## src/rtl/alu_fp_arbiter.sv

```systemverilog
// Round-robin arbiter sharing one signed fixed-point ALU among NUM_REQ requesters.
// Operands and results are registered; responses carry the requester ID and feed a saturating error counter.

module alu_fixed_point #(
  parameter int INT_WIDTH  = 4,
  parameter int FRAC_WIDTH = 4
) (
  input  logic signed [INT_WIDTH+FRAC_WIDTH:0] a,
  input  logic signed [INT_WIDTH+FRAC_WIDTH:0] b,
  input  logic        [1:0]                    op,
  output logic        [INT_WIDTH+FRAC_WIDTH:0] result,
  output logic                                 overflow,
  output logic                                 underflow
);
  localparam int DW = INT_WIDTH + FRAC_WIDTH + 1;
  localparam int WW = 2 * DW + FRAC_WIDTH;
  localparam logic signed [DW-1:0] MAX_N = {1'b0, {(DW-1){1'b1}}};
  localparam logic signed [DW-1:0] MIN_N = {1'b1, {(DW-1){1'b0}}};

  logic signed [WW-1:0] a_x;
  logic signed [WW-1:0] b_x;
  logic signed [WW-1:0] full;
  logic                 div_zero;

  // Exact result is formed wide, then truncated; overflow/underflow mean above max / below min.
  always_comb begin
    a_x      = WW'(a);
    b_x      = WW'(b);
    div_zero = (op == 2'b11) && (b == '0);
    full     = '0;
    case (op)
      2'b00:   full = a_x + b_x;
      2'b01:   full = a_x - b_x;
      2'b10:   full = (a_x * b_x) >>> FRAC_WIDTH;
      default: if (!div_zero) full = (a_x <<< FRAC_WIDTH) / b_x;
    endcase
    result    = full[DW-1:0];
    overflow  = div_zero || (full > WW'(MAX_N));
    underflow = !div_zero && (full < WW'(MIN_N));
  end
endmodule

module alu_fp_arbiter #(
  parameter int NUM_REQ       = 4,
  parameter int INT_WIDTH     = 4,
  parameter int FRAC_WIDTH    = 4,
  parameter int DATA_WIDTH    = INT_WIDTH + FRAC_WIDTH + 1,
  parameter int ID_WIDTH      = $clog2(NUM_REQ),
  parameter int ERR_CNT_WIDTH = 8
) (
  input  logic                          clk,
  input  logic                          rst,
  input  logic [NUM_REQ-1:0]            req_valid,
  output logic [NUM_REQ-1:0]            req_ready,
  input  logic [NUM_REQ*DATA_WIDTH-1:0] req_a,
  input  logic [NUM_REQ*DATA_WIDTH-1:0] req_b,
  input  logic [NUM_REQ*2-1:0]          req_op,
  output logic                          rsp_valid,
  input  logic                          rsp_ready,
  output logic [ID_WIDTH-1:0]           rsp_id,
  output logic [DATA_WIDTH-1:0]         rsp_result,
  output logic                          rsp_overflow,
  output logic                          rsp_underflow,
  input  logic                          err_clr,
  output logic [ERR_CNT_WIDTH-1:0]      err_count
);
  typedef enum logic [1:0] {
    ST_IDLE = 2'd0,
    ST_EXEC = 2'd1,
    ST_RESP = 2'd2
  } state_e;

  state_e                     state_q, state_d;
  logic [ID_WIDTH-1:0]        rr_ptr_q, rr_ptr_d;
  logic [DATA_WIDTH-1:0]      op_a_q, op_a_d;
  logic [DATA_WIDTH-1:0]      op_b_q, op_b_d;
  logic [1:0]                 op_code_q, op_code_d;
  logic [ID_WIDTH-1:0]        op_id_q, op_id_d;
  logic [DATA_WIDTH-1:0]      rsp_result_q, rsp_result_d;
  logic                       rsp_ovf_q, rsp_ovf_d;
  logic                       rsp_unf_q, rsp_unf_d;
  logic [ID_WIDTH-1:0]        rsp_id_q, rsp_id_d;
  logic [ERR_CNT_WIDTH-1:0]   err_count_q, err_count_d;

  logic                       grant_found;
  logic [ID_WIDTH-1:0]        grant_idx;
  logic [DATA_WIDTH-1:0]      win_a;
  logic [DATA_WIDTH-1:0]      win_b;
  logic [1:0]                 win_op;
  logic [DATA_WIDTH-1:0]      alu_result;
  logic                       alu_ovf;
  logic                       alu_unf;

  // Rotating scan as two fixed-order passes: indices >= rr_ptr first, then the wrap-around.
  always_comb begin
    grant_found = 1'b0;
    grant_idx   = '0;
    for (int unsigned i = 0; i < NUM_REQ; i++) begin
      if (!grant_found && req_valid[i] && (ID_WIDTH'(i) >= rr_ptr_q)) begin
        grant_found = 1'b1;
        grant_idx   = ID_WIDTH'(i);
      end
    end
    for (int unsigned i = 0; i < NUM_REQ; i++) begin
      if (!grant_found && req_valid[i]) begin
        grant_found = 1'b1;
        grant_idx   = ID_WIDTH'(i);
      end
    end
  end

  always_comb begin
    win_a  = '0;
    win_b  = '0;
    win_op = '0;
    for (int unsigned i = 0; i < NUM_REQ; i++) begin
      if (ID_WIDTH'(i) == grant_idx) begin
        win_a  = req_a[i*DATA_WIDTH +: DATA_WIDTH];
        win_b  = req_b[i*DATA_WIDTH +: DATA_WIDTH];
        win_op = req_op[i*2 +: 2];
      end
    end
  end

  always_comb begin
    req_ready = '0;
    if (!rst && (state_q == ST_IDLE) && grant_found) req_ready[grant_idx] = 1'b1;
  end

  alu_fixed_point #(
    .INT_WIDTH  (INT_WIDTH),
    .FRAC_WIDTH (FRAC_WIDTH)
  ) u_alu (
    .a         (op_a_q),
    .b         (op_b_q),
    .op        (op_code_q),
    .result    (alu_result),
    .overflow  (alu_ovf),
    .underflow (alu_unf)
  );

  always_comb begin
    state_d      = state_q;
    rr_ptr_d     = rr_ptr_q;
    op_a_d       = op_a_q;
    op_b_d       = op_b_q;
    op_code_d    = op_code_q;
    op_id_d      = op_id_q;
    rsp_result_d = rsp_result_q;
    rsp_ovf_d    = rsp_ovf_q;
    rsp_unf_d    = rsp_unf_q;
    rsp_id_d     = rsp_id_q;
    err_count_d  = err_count_q;
    case (state_q)
      ST_IDLE: begin
        if (grant_found) begin
          op_a_d    = win_a;
          op_b_d    = win_b;
          op_code_d = win_op;
          op_id_d   = grant_idx;
          rr_ptr_d  = (grant_idx == ID_WIDTH'(NUM_REQ - 1)) ? '0 : grant_idx + ID_WIDTH'(1);
          state_d   = ST_EXEC;
        end
      end
      ST_EXEC: begin
        rsp_result_d = alu_result;
        rsp_ovf_d    = alu_ovf;
        rsp_unf_d    = alu_unf;
        rsp_id_d     = op_id_q;
        state_d      = ST_RESP;
        if ((alu_ovf || alu_unf) && (err_count_q != '1))
          err_count_d = err_count_q + ERR_CNT_WIDTH'(1);
      end
      ST_RESP: begin
        if (rsp_ready) state_d = ST_IDLE;
      end
      default: state_d = ST_IDLE;
    endcase
    if (err_clr) err_count_d = '0;
  end

  always_ff @(posedge clk or posedge rst) begin
    if (rst) begin
      state_q      <= ST_IDLE;
      rr_ptr_q     <= '0;
      op_a_q       <= '0;
      op_b_q       <= '0;
      op_code_q    <= '0;
      op_id_q      <= '0;
      rsp_result_q <= '0;
      rsp_ovf_q    <= 1'b0;
      rsp_unf_q    <= 1'b0;
      rsp_id_q     <= '0;
      err_count_q  <= '0;
    end else begin
      state_q      <= state_d;
      rr_ptr_q     <= rr_ptr_d;
      op_a_q       <= op_a_d;
      op_b_q       <= op_b_d;
      op_code_q    <= op_code_d;
      op_id_q      <= op_id_d;
      rsp_result_q <= rsp_result_d;
      rsp_ovf_q    <= rsp_ovf_d;
      rsp_unf_q    <= rsp_unf_d;
      rsp_id_q     <= rsp_id_d;
      err_count_q  <= err_count_d;
    end
  end

  assign rsp_valid     = (state_q == ST_RESP);
  assign rsp_id        = rsp_id_q;
  assign rsp_result    = rsp_result_q;
  assign rsp_overflow  = rsp_ovf_q;
  assign rsp_underflow = rsp_unf_q;
  assign err_count     = err_count_q;
endmodule

```

## config.mk

```make
export PLATFORM = sky130hd
export DESIGN_NAME = alu_fp_arbiter
export DESIGN_NICKNAME = d
export VERILOG_FILES = /design/src/rtl/alu_fp_arbiter.sv
export SDC_FILE = /design/constraint.sdc
export NUM_CORES = 1
export LEC_CHECK = 0
export ABC_AREA = 1
export CORE_MARGIN = 1.5
export CORE_UTILIZATION = 54
export DETAILED_ROUTE_END_ITERATION = 10
export GPL_TIMING_DRIVEN = 0
export PLACE_DENSITY_LB_ADDON = 0.25
export SLEW_MARGIN = 20
export SYNTH_ARGS = -nofsm -noshare
export SYNTH_HDL_FRONTEND = slang
export SYNTH_HIERARCHICAL = 1
export SYNTH_SLANG_ARGS = --single-unit
```

## constraint.sdc

```tcl
create_clock -name clk -period 44.3 [get_ports clk]
set_clock_uncertainty 0.15 [all_clocks]
set_input_delay 6.645 -clock clk [delete_from_list [all_inputs] [get_ports clk]]
set_output_delay 6.645 -clock clk [all_outputs]
set_load 0.01 [all_outputs]
```

After elaboration in Yosys (flattened, before gate mapping)
Cells that the tools add are included.

Logic and storage cells: 113. Bits of input ports: 88. Output and inout port bits: 26. Flip-flop bits (word level): 47.

$lt $le $gt $ge: 8. Equality and inequality tests: 12. Reduce and logical (&&, ||, !) cells: 37. Add/sub/neg operators: 4. Divide/modulo/power cells: 1. Muxes and demuxes: 39. $mul: 1.

Operator list (count): $mux W9 (8); $pmux W22 S3 (1); $mux W2 (13); $mux W8 (3); $div A22 B22 Y22 (1); $gt A22 B9 Y1 const B (1); $lt A22 B9 Y1 const B (1); $mux W22 (1); $mul A9 B9 Y18 (1); $logic_and A1 B1 Y1 (17); $add A9 B9 Y10 (1); $mux W1 (10); $sub A9 B9 Y10 (1); $logic_not A1 Y1 (9); $logic_not A9 Y1 (1); $add A8 B1 Y8 const B (1); $eq A2 B2 Y1 const B (4); $ne A8 B8 Y1 const B (1); $logic_not A2 Y1 (3); $pmux W2 S3 (1); $reduce_and A2 Y1 (3); $eq A2 B1 Y1 const B (2); $eq A2 B2 Y1 const A (2); $ge A1 B2 Y1 const A (2); 11 further kinds (14).

Longest topological paths before layout
Depth in word-level cells: 32. Gate-level depth with buffers: 357. Depth with buffers taken out: 351.

Cells and area by module
Netlist, hierarchy kept.

By module, submodules not included: alu_fixed_point (times used 1, cells an instance 2817, seq. area each 0.0 µm², area each 17802.1 µm²); alu_fp_arbiter (times used 1, cells an instance 402, seq. area each 1176.1 µm², area each 2750.1 µm²).

Least setup slack after synthesis
No wires, ideal clock.

Kind: register to register. From: reg op_b_q[0]. To: reg err_count_q[3] (netlist: err_count[3]). Stages on the path, launching flop included: 342. Clock period less this slack: 39.171 ns. Arrival: 38.901 ns. Data required time: 44.030 ns. Setup time: 0.120 ns. Path buffers: 9. Setup slack: 5.129 ns. Cell sequence: dfrtp_1 -> inv_2 -> buf_4 -> ha_1 -> nor2_1 -> xor2_1 -> o211ai_1 -> nor2_1 -> inv_1 -> nor2_1 -> ha_1 -> inv_1 -> o21bai_1 -> nand2_1 -> inv_1 -> nand3_1 -> nor2_1 -> ha_1 -> (+306 left out) -> nand3_1 -> nor2_1 -> nand3_2 -> nand2_4 -> nand3_2 -> xor2_1 -> o21ai_1 -> nor2_1 -> nand3_1 -> nand2_1 -> a21boi_1 -> inv_1 -> a21oi_1 -> nand2_1 -> inv_1 -> nand3_1 -> nand2_1 -> a21oi_1.

Longest elaborated chain between the ends: 10. Elaborated cells between the ends (all ways): 17. Classes of those cells: add/sub: 2; mul: 1; div: 1; order compare: 2; mux: 2; reduce/logical: 9.

Ends and longest elaborated chain: from (decl) (RTL line 76) `logic [DATA_WIDTH-1:0] op_b_q, op_b_d;`; from (signal assigned) (RTL line 199) `op_b_q <= op_b_d;`; branches (longest 5 deep; another with $div A22 B22 Y22); $logic_or A1 B1 Y1 * (RTL line 38) `overflow = div_zero || (full > WW'(MAX_N));`; via alu_ovf (RTL line 91) `logic alu_ovf;`; $logic_or A1 B1 Y1 * (RTL line 171) `if ((alu_ovf || alu_unf) && (err_count_q != '1))`; $logic_and A1 B1 Y1 * (RTL line 171); $reduce_bool A2 Y1 (no source line) *; $reduce_and A2 Y1 (no source line) *; to (signal assigned) (RTL line 206) `err_count_q <= err_count_d;`; to (decl) (RTL line 83) `logic [ERR_CNT_WIDTH-1:0] err_count_q, err_count_d;`.

Mark *: on every way through the listed nets, which the timed path passes. A chain may end at the register's enable or synchronous reset.

Final worst setup path
From: reg op_b_q[1]. To: reg err_count_q[5] (netlist: err_count[5]).

The elaborated chain is that of the path after synthesis.

==> impl_metrics.prom <==
# TYPE chip_impl_metric gauge
chip_impl_info{name="run_status",value="completed"} 1
chip_impl_metric{name="postRouteWirelength",unit="mm"} 58.6
chip_impl_metric{name="diodes",unit=""} 0
chip_impl_info{name="final_common_cell",value="nand2_1"} 1
chip_impl_metric{name="cts.reportedPaths.clkPinSlew",unit="ns"} 0.07
chip_impl_metric{name="depth_of_the_cts_h_tree",unit=""} 2
chip_impl_metric{name="routedWlPerCell",unit="um"} 14.4
chip_impl_metric{name="number_of_synthesized_flops_with_an_enable_pin",unit=""} 0
chip_impl_metric{name="max_clock_freq",unit="GHz"} 0.0239
chip_impl_metric{name="final_cells",unit=""} 4065
chip_impl_metric{name="firstDrtPassIters",unit=""} 6
chip_impl_metric{name="timing.slew.headroom",unit="%"} 38.7
chip_impl_metric{name="clock_path_buffers",unit=""} 2
chip_impl_metric{name="floorplan.initialDensity",unit="%"} 54.7
chip_impl_metric{name="postSynth.asyncResetShare",unit="%"} 100
chip_impl_metric{name="cts_buffers",unit=""} 5
chip_impl_metric{name="synth_top_cell_area_share",unit="%"} 18.9
chip_impl_metric{name="final.setup.worst_slack",unit="ns"} 2.50
chip_impl_metric{name="cp_max_fo",unit=""} 10
chip_impl_info{name="critical_path.top_delay_family",value="simple AND/OR/NAND/NOR gates"} 1
chip_impl_metric{name="worstPathBufferInverterCount",unit=""} 44
chip_impl_metric{name="synth_sequential_area_ratio",unit="%"} 5.72
chip_impl_metric{name="synthesis_warnings",unit=""} 6
chip_impl_info{name="element_type_at_the_critical_path_start",value="flip-flop"} 1
chip_impl_metric{name="finalCriticalPeriod",unit="ns"} 41.80
chip_impl_metric{name="routed_via_density",unit=""} 5.33
chip_impl_metric{name="tightestPinTransition",unit="ns"} 0.919
chip_impl_metric{name="worst-endpoint-arrival",unit="ns"} 41.82
chip_impl_metric{name="synth.ff_latch_count",unit=""} 47
chip_impl_metric{name="area_growth",unit="%"} 21.0
chip_impl_metric{name="residual_drc_count",unit=""} 0
chip_impl_metric{name="place_inst",unit=""} 3944
chip_impl_metric{name="grt_usage",unit="%"} 28.3
chip_impl_info{name="critical-path-slowest-cell",value="a2111oi_2"} 1
chip_impl_metric{name="antenna_found_initial",unit=""} 0
chip_impl_metric{name="critical_path_required",unit="ns"} 44.32
chip_impl_metric{name="max_cap_violations",unit=""} 0
chip_impl_metric{name="ios",unit=""} 114
chip_impl_metric{name="setup_viol",unit=""} 0
chip_impl_info{name="timing_worst_setup_path_type",value="reg -> reg"} 1
chip_impl_info{name="end_kind",value="flip-flop"} 1
chip_impl_metric{name="row_count",unit=""} 71
chip_impl_metric{name="grt_start_max_net_pins",unit=""} 36
chip_impl_metric{name="syn_inst",unit=""} 3219
chip_impl_metric{name="ant_nets",unit=""} 0
chip_impl_info{name="yosys-top-cells-area",value="ha_1 (19%), nand2_1 (16%), inv_1 (8.5%)"} 1
chip_impl_metric{name="cpPeakStageDelay",unit="ns"} 0.40
chip_impl_metric{name="via_count_of_the_first_global_routing_pass",unit=""} 20100
chip_impl_metric{name="final_max_slew_viols",unit=""} 0
chip_impl_metric{name="post_synth_instance_area",unit="um^2"} 20600
chip_impl_metric{name="syn_avg_cell_area",unit="um^2"} 6.38
chip_impl_info{name="crit_path_most_repeated_cell",value="nand2_1"} 1
chip_impl_metric{name="port_bufs",unit=""} 113
chip_impl_info{name="cts_tree",value="built"} 1
chip_impl_metric{name="final_layout_size_suffix_gt1_share",unit="%"} 17.6
chip_impl_metric{name="post_cts_hold_buffer_count",unit=""} 0
chip_impl_metric{name="net_count_final",unit=""} 4025
chip_impl_metric{name="placement.setup.worst_slack",unit="ns"} -2.75
chip_impl_metric{name="grt_overflow_total",unit=""} 0
chip_impl_metric{name="grt_first_pass_wirelength",unit="mm"} 92.2
chip_impl_metric{name="chipWidth",unit="um"} 198
chip_impl_metric{name="synth.lib_cells_used.distinct",unit=""} 81
chip_impl_info{name="mostFrequentLayoutCells",value="nand2_1 (852), inv_1 (450), ha_1 (292), nor2_1 (207), a21oi_1 (187)"} 1
chip_impl_metric{name="gp_congestion",unit=""} 0.947
chip_impl_metric{name="timing.final.crit_share",unit="%"} 94.4
chip_impl_metric{name="hold_violations",unit=""} 0
chip_impl_metric{name="final_util",unit="%"} 66.2
chip_impl_info{name="ys.flop_type",value="dfrtp_1"} 1
chip_impl_metric{name="violation_count_after_the_first_detailed_routing_iteration",unit=""} 1213
chip_impl_metric{name="via_count_of_the_routed_design",unit=""} 21700
chip_impl_metric{name="dp_hpwl",unit="mm"} 46.8
chip_impl_metric{name="clock_latency_reported_for_the_late_side_of_the_worst_skew_pair",unit="ns"} 0.29
chip_impl_info{name="hp-class",value="reg -> reg"} 1
chip_impl_metric{name="core_area",unit="um^2"} 37600
chip_impl_metric{name="die_ht",unit="um"} 198
chip_impl_metric{name="number_of_clock_sinks",unit=""} 47
chip_impl_info{name="cell_taking_the_most_area_after_synthesis",value="ha_1"} 1
chip_impl_metric{name="die_area",unit="um^2"} 39200
chip_impl_info{name="cts-root-buf",value="clkbuf_16"} 1
[sequential cells by signal, indices dropped and copies added (netlist names)]
| register | count |
|---|---|
| op_a_q | 9 |
| op_b_q | 9 |
| rsp_result | 9 |
| err_count | 8 |
| op_code_q | 2 |
| op_id_q | 2 |
| rr_ptr_q | 2 |
| rsp_id | 2 |
| state_q | 2 |
| rsp_overflow | 1 |
| rsp_underflow | 1 |
[final timing paths]
kind,from,end,slack (ns),cells past startpoint
worst max-delay path,op_b_q[1],err_count[5],2.50,353
worst min-delay path,rsp_id[0],rsp_id[0],0.33,2
worst max register to register,op_b_q[1],err_count[5],2.50,353
worst min register to register,rsp_id[0],rsp_id[0],0.33,2
max in group asynchronous,rst,op_b_q[1],37.01,3
min in group asynchronous,rst,err_count[3],6.49,2
[worst reg2reg max path, delay by kind of cell (launching register included)]
| kind | cells | cell delay, ns |
|---|---|---|
| xor gates and xnor gates | 2 | 0.31 |
| adders and majority gates | 23 | 5.94 |
| and+or+nand+nor | 204 | 18.73 |
| buffers and inverters | 44 | 4.25 |
| DFF | 1 | 0.39 |
| AOI/OAI and AO/OA | 80 | 12.03 |
[metrics by stage]
step	hold slack (ns)	TNS [ns]	cell area, um^2
4_1_cts	0.333	0	23200
5_1_grt	0.362	-7.35	24900
2_1_floorplan	0.292	0	20900
6_report	0.325	0	24900
3_5_place_dp	0.314	-32.18	22800
3_3_place_gp	0.311	-31.67	22700
[metal layers]
layer | up-vias | share of wire, % | GRT usage [%]
met1 | 10000 | 44 | 36.6
li1 | 11000 | - | -
met4 | 0 | 2.9 | 7.72
met2 | 539 | 49 | 50.9
met3 | 125 | 4.5 | 1.72
met5 | - | 0 | 0
[cells in the mapped netlist, types with 34 or more instances]
library cell,count
xnor2_1,64
inv_1,463
dfrtp_1,47
xor2_1,79
nand2_1,883
or2_2,57
nand3_1,159
nand2_2,59
nor2_1,218
fa_1,73
ha_1,311
o21ai_0,155
a21oi_1,213
o21ai_2,34
[what timing repair did]
action | 4_1_cts | 5_1_grt
gates resized for setup | 41 | 202
pin swaps | 12 | 114
endpoints found under the setup margin | 19 | 19
setup buffers | 11 | 98
gates cloned | 1 | 3
[kinds of logic after synthesis]
family,share of synthesized area (%)
flip-flops,5.72
other,0.0365
AND/OR/NAND/NOR,33.3
adder cells (fa/ha/maj),26.0
AO/OA/AOI/OAI,16.2
XOR/XNOR,6.33
buffers and inverters,12.4
[final cells by class]
class	count	area [um^2]
Multi-Input combinational cell	2695	18100
Fill cell	3322	12700
Timing Repair Buffer	227	2120
Inverter	500	1950
Sequential cell	47	1180
Buffer	76	711
Tap cell	511	639
Clock buffer	5	125
Clock inverter	3	43.8
Timing Repair inverter	1	8.76
Power is not shown: default switching activity piles up to over one toggle a cycle in this logic, so the estimate is an artifact.
